<file path="config.mk">
export PLATFORM = sky130hd
export DESIGN_NAME = trap_ctrl
export DESIGN_NICKNAME = d
export VERILOG_FILES = /design/src/rtl/trap_ctrl_pkg.sv /design/src/rtl/trap_ctrl_cause_enc.sv /design/src/rtl/trap_ctrl.sv
export SDC_FILE = /design/constraint.sdc
export NUM_CORES = 1
export LEC_CHECK = 0
export ABC_CLOCK_PERIOD_IN_PS = 2300
export CORE_AREA = 3 3 110 112
export DETAILED_ROUTE_END_ITERATION = 6
export DIE_AREA = 0 0 113 115
export PLACE_DENSITY = 0.75
export SLEW_MARGIN = 20
export SYNTH_ARGS = -nofsm -noshare
export SYNTH_HDL_FRONTEND = slang
export SYNTH_SLANG_ARGS = --single-unit
</file>
<file path="constraint.sdc">
create_clock -name clk -period 2.3 [get_ports clk]
set_clock_uncertainty 0.15 [all_clocks]
set_input_delay 0.23 -clock clk [delete_from_list [all_inputs] [get_ports clk]]
set_output_delay 0.23 -clock clk [all_outputs]
set_load 0.005 [all_outputs]
</file>
<file path="src/rtl/trap_ctrl_pkg.sv">
// Shared types for the machine-mode trap sequencer: cause codes, privilege
// levels, mie bit positions and sequencer states.
package trap_ctrl_pkg;

  typedef enum logic [5:0] {
    EXC_INSTR_MISALIGN = 6'd0,
    EXC_ILLEGAL        = 6'd2,
    EXC_BREAKPOINT     = 6'd3,
    EXC_ECALL_U        = 6'd8,
    EXC_ECALL_M        = 6'd11,
    INT_MSI            = 6'd35,
    INT_MTI            = 6'd39,
    INT_MEI            = 6'd43
  } mcause_e;

  typedef enum logic [1:0] {
    PRIV_U = 2'd0,
    PRIV_S = 2'd1,
    PRIV_M = 2'd3
  } privilege_e;

  localparam int BIT_MIE_MEIE = 11;
  localparam int BIT_MIE_MTIE = 7;
  localparam int BIT_MIE_MSIE = 3;

  typedef enum logic [1:0] {
    IDLE     = 2'd0,
    UPDATE   = 2'd1,
    REDIRECT = 2'd2
  } trap_state_e;

endpackage

</file>
<file path="src/rtl/trap_ctrl_cause_enc.sv">
// Combinational trap priority encoder: exceptions beat interrupts, and a legal
// mret is only reported when nothing else is present in writeback.
module trap_cause_enc
  import trap_ctrl_pkg::*;
(
  input  logic       wb_valid,
  input  logic       wb_illegal,
  input  logic       wb_illegal_csr,
  input  logic       wb_misalign,
  input  logic       wb_ecall,
  input  logic       wb_ebreak,
  input  logic       wb_mret,
  input  logic       extern_intr,
  input  logic       timer_intr,
  input  logic       software_intr,
  input  privilege_e privilege_mode,
  input  logic       mstatus_mie,
  input  logic       mie_meie,
  input  logic       mie_mtie,
  input  logic       mie_msie,
  output logic       take_trap,
  output logic       is_intr,
  output logic       take_mret,
  output mcause_e    cause
);

  logic in_user;
  logic exc_illegal;
  logic intr_en;
  logic mei;
  logic msi;
  logic mti;
  logic any_exc;
  logic any_intr;

  assign in_user     = (privilege_mode == PRIV_U);
  // mret from user mode is an illegal instruction, not a return
  assign exc_illegal = wb_illegal | wb_illegal_csr | (wb_mret & in_user);
  assign intr_en     = mstatus_mie | in_user;
  assign mei         = extern_intr   & mie_meie & intr_en;
  assign msi         = software_intr & mie_msie & intr_en;
  assign mti         = timer_intr    & mie_mtie & intr_en;

  assign any_exc   = wb_valid & (wb_misalign | exc_illegal | wb_ebreak | wb_ecall);
  assign any_intr  = wb_valid & (mei | msi | mti);
  assign take_trap = any_exc | any_intr;
  assign is_intr   = any_intr & ~any_exc;
  assign take_mret = wb_valid & wb_mret & ~in_user & ~any_exc & ~any_intr;

  always_comb begin
    cause = EXC_INSTR_MISALIGN;
    if (any_exc) begin
      if (wb_misalign)      cause = EXC_INSTR_MISALIGN;
      else if (exc_illegal) cause = EXC_ILLEGAL;
      else if (wb_ebreak)   cause = EXC_BREAKPOINT;
      else if (in_user)     cause = EXC_ECALL_U;
      else                  cause = EXC_ECALL_M;
    end else if (any_intr) begin
      if (mei)      cause = INT_MEI;
      else if (msi) cause = INT_MSI;
      else          cause = INT_MTI;
    end
  end

endmodule

</file>
<file path="src/rtl/trap_ctrl.sv">
// Trap sequencer: detect in IDLE, pulse CSR strobes in UPDATE, hold the fetch
// redirect in REDIRECT. Define TRAP_CTRL_INTR_SYNC_EN to 2-flop the interrupt lines.
module trap_ctrl
  import trap_ctrl_pkg::*;
#(
  parameter bit          VECTORED_EN = 1'b1,
  parameter int unsigned VEC_STRIDE  = 4
) (
  input  logic        clk,
  input  logic        reset_n,
  input  logic        wb_valid,
  input  logic [31:0] pc_wb,
  input  logic        wb_illegal,
  input  logic        wb_illegal_csr,
  input  logic        wb_misalign,
  input  logic        wb_ecall,
  input  logic        wb_ebreak,
  input  logic        wb_mret,
  input  logic        extern_intr,
  input  logic        timer_intr,
  input  logic        software_intr,
  input  privilege_e  privilege_mode,
  input  logic        mstatus_mie,
  input  logic [31:0] mie,
  input  logic [31:0] mtvec,
  input  logic [31:0] mepc,
  output logic        flush,
  output logic        mcause_update,
  output logic        mepc_updata,
  output mcause_e     mcause,
  output logic [31:0] trap_pc,
  output logic        is_mret,
  output logic        redirect_valid,
  output logic [31:0] redirect_pc,
  input  logic        redirect_ready
);

  logic ext_line;
  logic tim_line;
  logic sw_line;

`ifdef TRAP_CTRL_INTR_SYNC_EN
  logic [1:0] ext_sync;
  logic [1:0] tim_sync;
  logic [1:0] sw_sync;

  always_ff @(posedge clk or negedge reset_n) begin
    if (!reset_n) begin
      ext_sync <= 2'b00;
      tim_sync <= 2'b00;
      sw_sync  <= 2'b00;
    end else begin
      ext_sync <= {ext_sync[0], extern_intr};
      tim_sync <= {tim_sync[0], timer_intr};
      sw_sync  <= {sw_sync[0], software_intr};
    end
  end

  assign ext_line = ext_sync[1];
  assign tim_line = tim_sync[1];
  assign sw_line  = sw_sync[1];
`else
  assign ext_line = extern_intr;
  assign tim_line = timer_intr;
  assign sw_line  = software_intr;
`endif

  logic    take_trap;
  logic    is_intr;
  logic    take_mret;
  mcause_e enc_cause;

  trap_cause_enc u_enc (
    .wb_valid       (wb_valid),
    .wb_illegal     (wb_illegal),
    .wb_illegal_csr (wb_illegal_csr),
    .wb_misalign    (wb_misalign),
    .wb_ecall       (wb_ecall),
    .wb_ebreak      (wb_ebreak),
    .wb_mret        (wb_mret),
    .extern_intr    (ext_line),
    .timer_intr     (tim_line),
    .software_intr  (sw_line),
    .privilege_mode (privilege_mode),
    .mstatus_mie    (mstatus_mie),
    .mie_meie       (mie[BIT_MIE_MEIE]),
    .mie_mtie       (mie[BIT_MIE_MTIE]),
    .mie_msie       (mie[BIT_MIE_MSIE]),
    .take_trap      (take_trap),
    .is_intr        (is_intr),
    .take_mret      (take_mret),
    .cause          (enc_cause)
  );

  logic unused_bits;
  assign unused_bits = ^{mie[31:12], mie[10:8], mie[6:4], mie[2:0], mepc[0]};

  trap_state_e state_q;
  trap_state_e state_d;
  logic        detect;
  logic        mret_q;
  logic        intr_q;
  logic [31:0] target;

  assign detect = take_trap | take_mret;

  always_ff @(posedge clk or negedge reset_n) begin
    if (!reset_n) state_q <= IDLE;
    else          state_q <= state_d;
  end

  always_comb begin
    state_d = state_q;
    case (state_q)
      IDLE:     if (detect) state_d = UPDATE;
      UPDATE:   state_d = REDIRECT;
      REDIRECT: if (redirect_ready) state_d = IDLE;
      default:  state_d = IDLE;
    endcase
  end

  // Vector offset only applies to interrupts with mtvec in vectored mode
  always_comb begin
    target = {mtvec[31:2], 2'b00};
    if (mret_q) begin
      target = {mepc[31:1], 1'b0};
    end else if (VECTORED_EN && intr_q && (mtvec[1:0] == 2'b01)) begin
      target = {mtvec[31:2], 2'b00} + (32'(VEC_STRIDE) * {27'd0, mcause[4:0]});
    end
  end

  always_ff @(posedge clk or negedge reset_n) begin
    if (!reset_n) begin
      mcause      <= EXC_INSTR_MISALIGN;
      trap_pc     <= 32'd0;
      mret_q      <= 1'b0;
      intr_q      <= 1'b0;
      redirect_pc <= 32'd0;
    end else begin
      if (state_q == IDLE && detect) begin
        if (take_trap) mcause <= enc_cause;
        trap_pc <= pc_wb;
        mret_q  <= take_mret;
        intr_q  <= is_intr;
      end
      if (state_q == UPDATE) redirect_pc <= target;
    end
  end

  // Gating detect with reset_n keeps flush low while reset is held
  always_comb begin
    flush          = (state_q != IDLE) | (reset_n & detect);
    mcause_update  = (state_q == UPDATE) & ~mret_q;
    mepc_updata    = (state_q == UPDATE) & ~mret_q;
    is_mret        = (state_q == UPDATE) & mret_q;
    redirect_valid = (state_q == REDIRECT);
  end

endmodule

</file>
==> summary.txt <==
Status: finished with violations
Failing checks: negative hold slack, negative setup slack
Row Count: 39
Syn. warnings: 0
TritonCTS buffer count: 9
Routed WL: 13,500 um
Mapped Area: 3890 um2
Final antenna-violating net count: 0
Seq pwr share: 0.311
Final cycle utilization of the critical path: 1.01
CTS Root Cell: clkbuf_16
Die height: 115 um
PwrDens: 1050 nW/um2
Nature of the critical path endpoint: register
Max_slew headroom: 0.391
Design Power: 7.12 mW
Met3 Wirelength: 1120 um
RSZ-0062 raised after global routing: true
I/O pin cnt: 219
WL per Instance: 17.4 um
GPL Wtd Cong: 0.875
Sw Pwr: 2.16 mW
Startpoint types: register
DRT Pass-1 Iters: 4
Crit path largest cell delay: 0.41 ns
Layout cells sized above 1: 0.216
Die W: 113 um
Initial antenna violation count: 0
Number of synthesized flops with an enable pin: 0
Share of the synthesized area in the top cell type: 0.463
List of most frequent post-synthesis cells: dfrtp_1 (72), mux2_2 (35), nand2_1 (35)
Final HPWL DP: 9770 um
Area contributors post-synth: dfrtp_1 (46%), mux2_2 (10%), a21oi_1 (4.4%), xnor2_1 (3.8%), nand2_1 (3.4%)
Vias: 3,995
Gate power share: 0.477
Fin cells: 778
Hold Buf Count CTS: 0
Starting density of the core: 0.344
H-tree Lvls: 3
Layout net count: 780
Final setup viols: 6
Leak: 2.91 nW
Clk buf depth: 2
Worst-Skew Late Latency: 0.32 ns
Global-route wire length before repair: 20,800 um
Actual slew at the worst max-slew pin: 0.914 ns
Vias per cell: 5.13
Vias in the first global route: 4,149
P&R area growth vs syn: 74.0%
Mapped Cells: 395
CTS tree: built
Worst hold slack: -0.00471 ns
Number of max-cap violations: 0
CP cell instances: ha_4 -> fa_2 -> a211o_1 -> o211ai_1 -> buf_4 -> or4_4 -> nor3_1 -> a311o_1
Total global routing overflow: 0
Clk sinks: 72
Post-Place Cells: 752
Largest net degree at the start of global routing: 73
# diodes: 0
Total GRT Usage: 0.201
I/O Buffers: 186
Most frequent cell after synthesis: dfrtp_1
Switch share: 0.304
Highest metal used: met4
Crit path max fanout: 4
Peak Freq: 0.429 GHz
Number of distinct library cells after synthesis: 53
Post-synthesis async set-or-reset flop share: 1.00
Iter 0 DRT Violations: 173
Clk slew on worst S/H paths: 0.06 ns
Clock power frac: 0.212
Required time of the worst setup path: 2.36 ns
Peak supply drop: 519 uV
Syn avg cell area: 9.85 um2
Final design utilization: 0.598
Hold Violations, Final: 2
Met1 wire length: 5440 um
Critical path class: reg -> reg
Crit path time final: 2.33 ns
DRC violations left: 0
Hold Path Class: in -> async
Pint: 4.95 mW
Die ar.: 13,000 um2
Sequential element share of the synthesized area: 0.463
CP arrival: 2.38 ns
#FFs+latches synth: 72
Slew Viols, Final: 0
Crit-path slowest cell: dfrtp_1
WL met2: 6570 um
Core area: 11,300 um2
Top_reg_cell synth: dfrtp_1
Final worst slack: -0.0293 ns
Cell taking the most area after synthesis: dfrtp_1
kinds of logic (layout without fill, tap and decap cells):
logic type,Yosys count,count (layout),synth area share
xor+xnor,18,18,0.0405
flops,72,72,0.463
simple gates,138,138,0.186
other cells,1,2,0.000963
fa+ha+maj,5,5,0.0180
mux,37,37,0.106
buf+inv,32,271,0.0399
compound gates,92,92,0.146
power groups by stage:
stage	Clock, mW	Sequential, mW	Combinational (mW)
floorplan	0	2.22	1.21
global placement	0	2.19	3.05
detailed placement	0	2.22	3.12
CTS	1.54	2.21	3.39
global route	1.59	2.29	3.65
finish	1.51	2.22	3.39
registers in the layout (all words and copies together), names as in the netlist:
register,flops
mcause,5
mret_q,1
trap_pc,32
intr_q,1
state_q,2
redirect_pc,31
placed cells by master, fill, tap and decap left out, drive strengths merged, types with 3 or more instances in the layout:
master / instances
a21o: 5
a21oi: 34
and3: 12
and4: 3
buf: 70
clkbuf: 14
clkdlybuf4s50: 171
dfrtp: 72
dlygate4sd2: 3
ha: 4
inv: 7
mux2: 35
nand2: 35
nand2b: 7
nand3: 15
nand4: 3
nor2: 20
nor3: 14
nor3b: 3
nor4: 9
o21a: 3
o21ai: 20
o22ai: 11
or3: 3
or4: 6
xnor2: 17
final cells by class:
cell class / count / area (um2)
Fill cell: 962 / 4550
Clock inverter: 4 / 76.3
Sequential cell: 72 / 1800
Inverter: 7 / 26.3
Clock buffer: 11 / 243
Tap cell: 143 / 179
Timing Repair Buffer: 249 / 2360
Multi-Input combinational cell: 292 / 2090
layer usage:
layer | up-vias | global-route usage
met1 | 1905 | 0.248
met2 | 168 | 0.334
met3 | 22 | 0.0574
met5 | - | 0
met4 | 0 | 0.0785
li1 | 1900 | -
worst max-delay path: cells and delay by family, from the launching register on:
family                     cells  cell delay (ns)
AOI/OAI and AO/OA              3             0.76
buffers and inverters          1             0.18
and+or+nand+nor                2             0.17
adders and majority gates      2             0.54
DFF                            1             0.41
through the flow:
stage               setup slack (ns)  setup TNS [ns]  cell area (um2)
CTS                         -0.00282        -0.00402             6740
detailed placement            -0.469          -22.29             6220
global placement              -0.470          -20.20             6220
global route                 -0.0831          -0.817             6770
floorplan                     0.0222               0             3900
finish                       -0.0293         -0.0915             6770
path summary, 6_finish.rpt:
path | from | to | slack, ns | cells after the start
min in group clk | mie[3] | mcause[2] | 0.24 | 4
worst max-delay path | mcause[0] | redirect_pc[28] | -0.03 | 8
worst min register to register | redirect_pc[1] | redirect_pc[1] | 0.31 | 2
worst max register to register | mcause[0] | redirect_pc[28] | -0.03 | 8
max in group asynchronous | reset_n | mcause[1] | 1.37 | 2
worst min-delay path | reset_n | redirect_pc[5] | -0.005 | 2
what timing repair did:
item / in CTS / in global routing
endpoints found under the setup margin: 40 / 49
buffers inserted: 8 / 3
gates cloned: 3 / 0
pin swaps: 5 / 7
gates resized for setup: 64 / 19
Note: power is estimated with default switching activity, not from simulation.
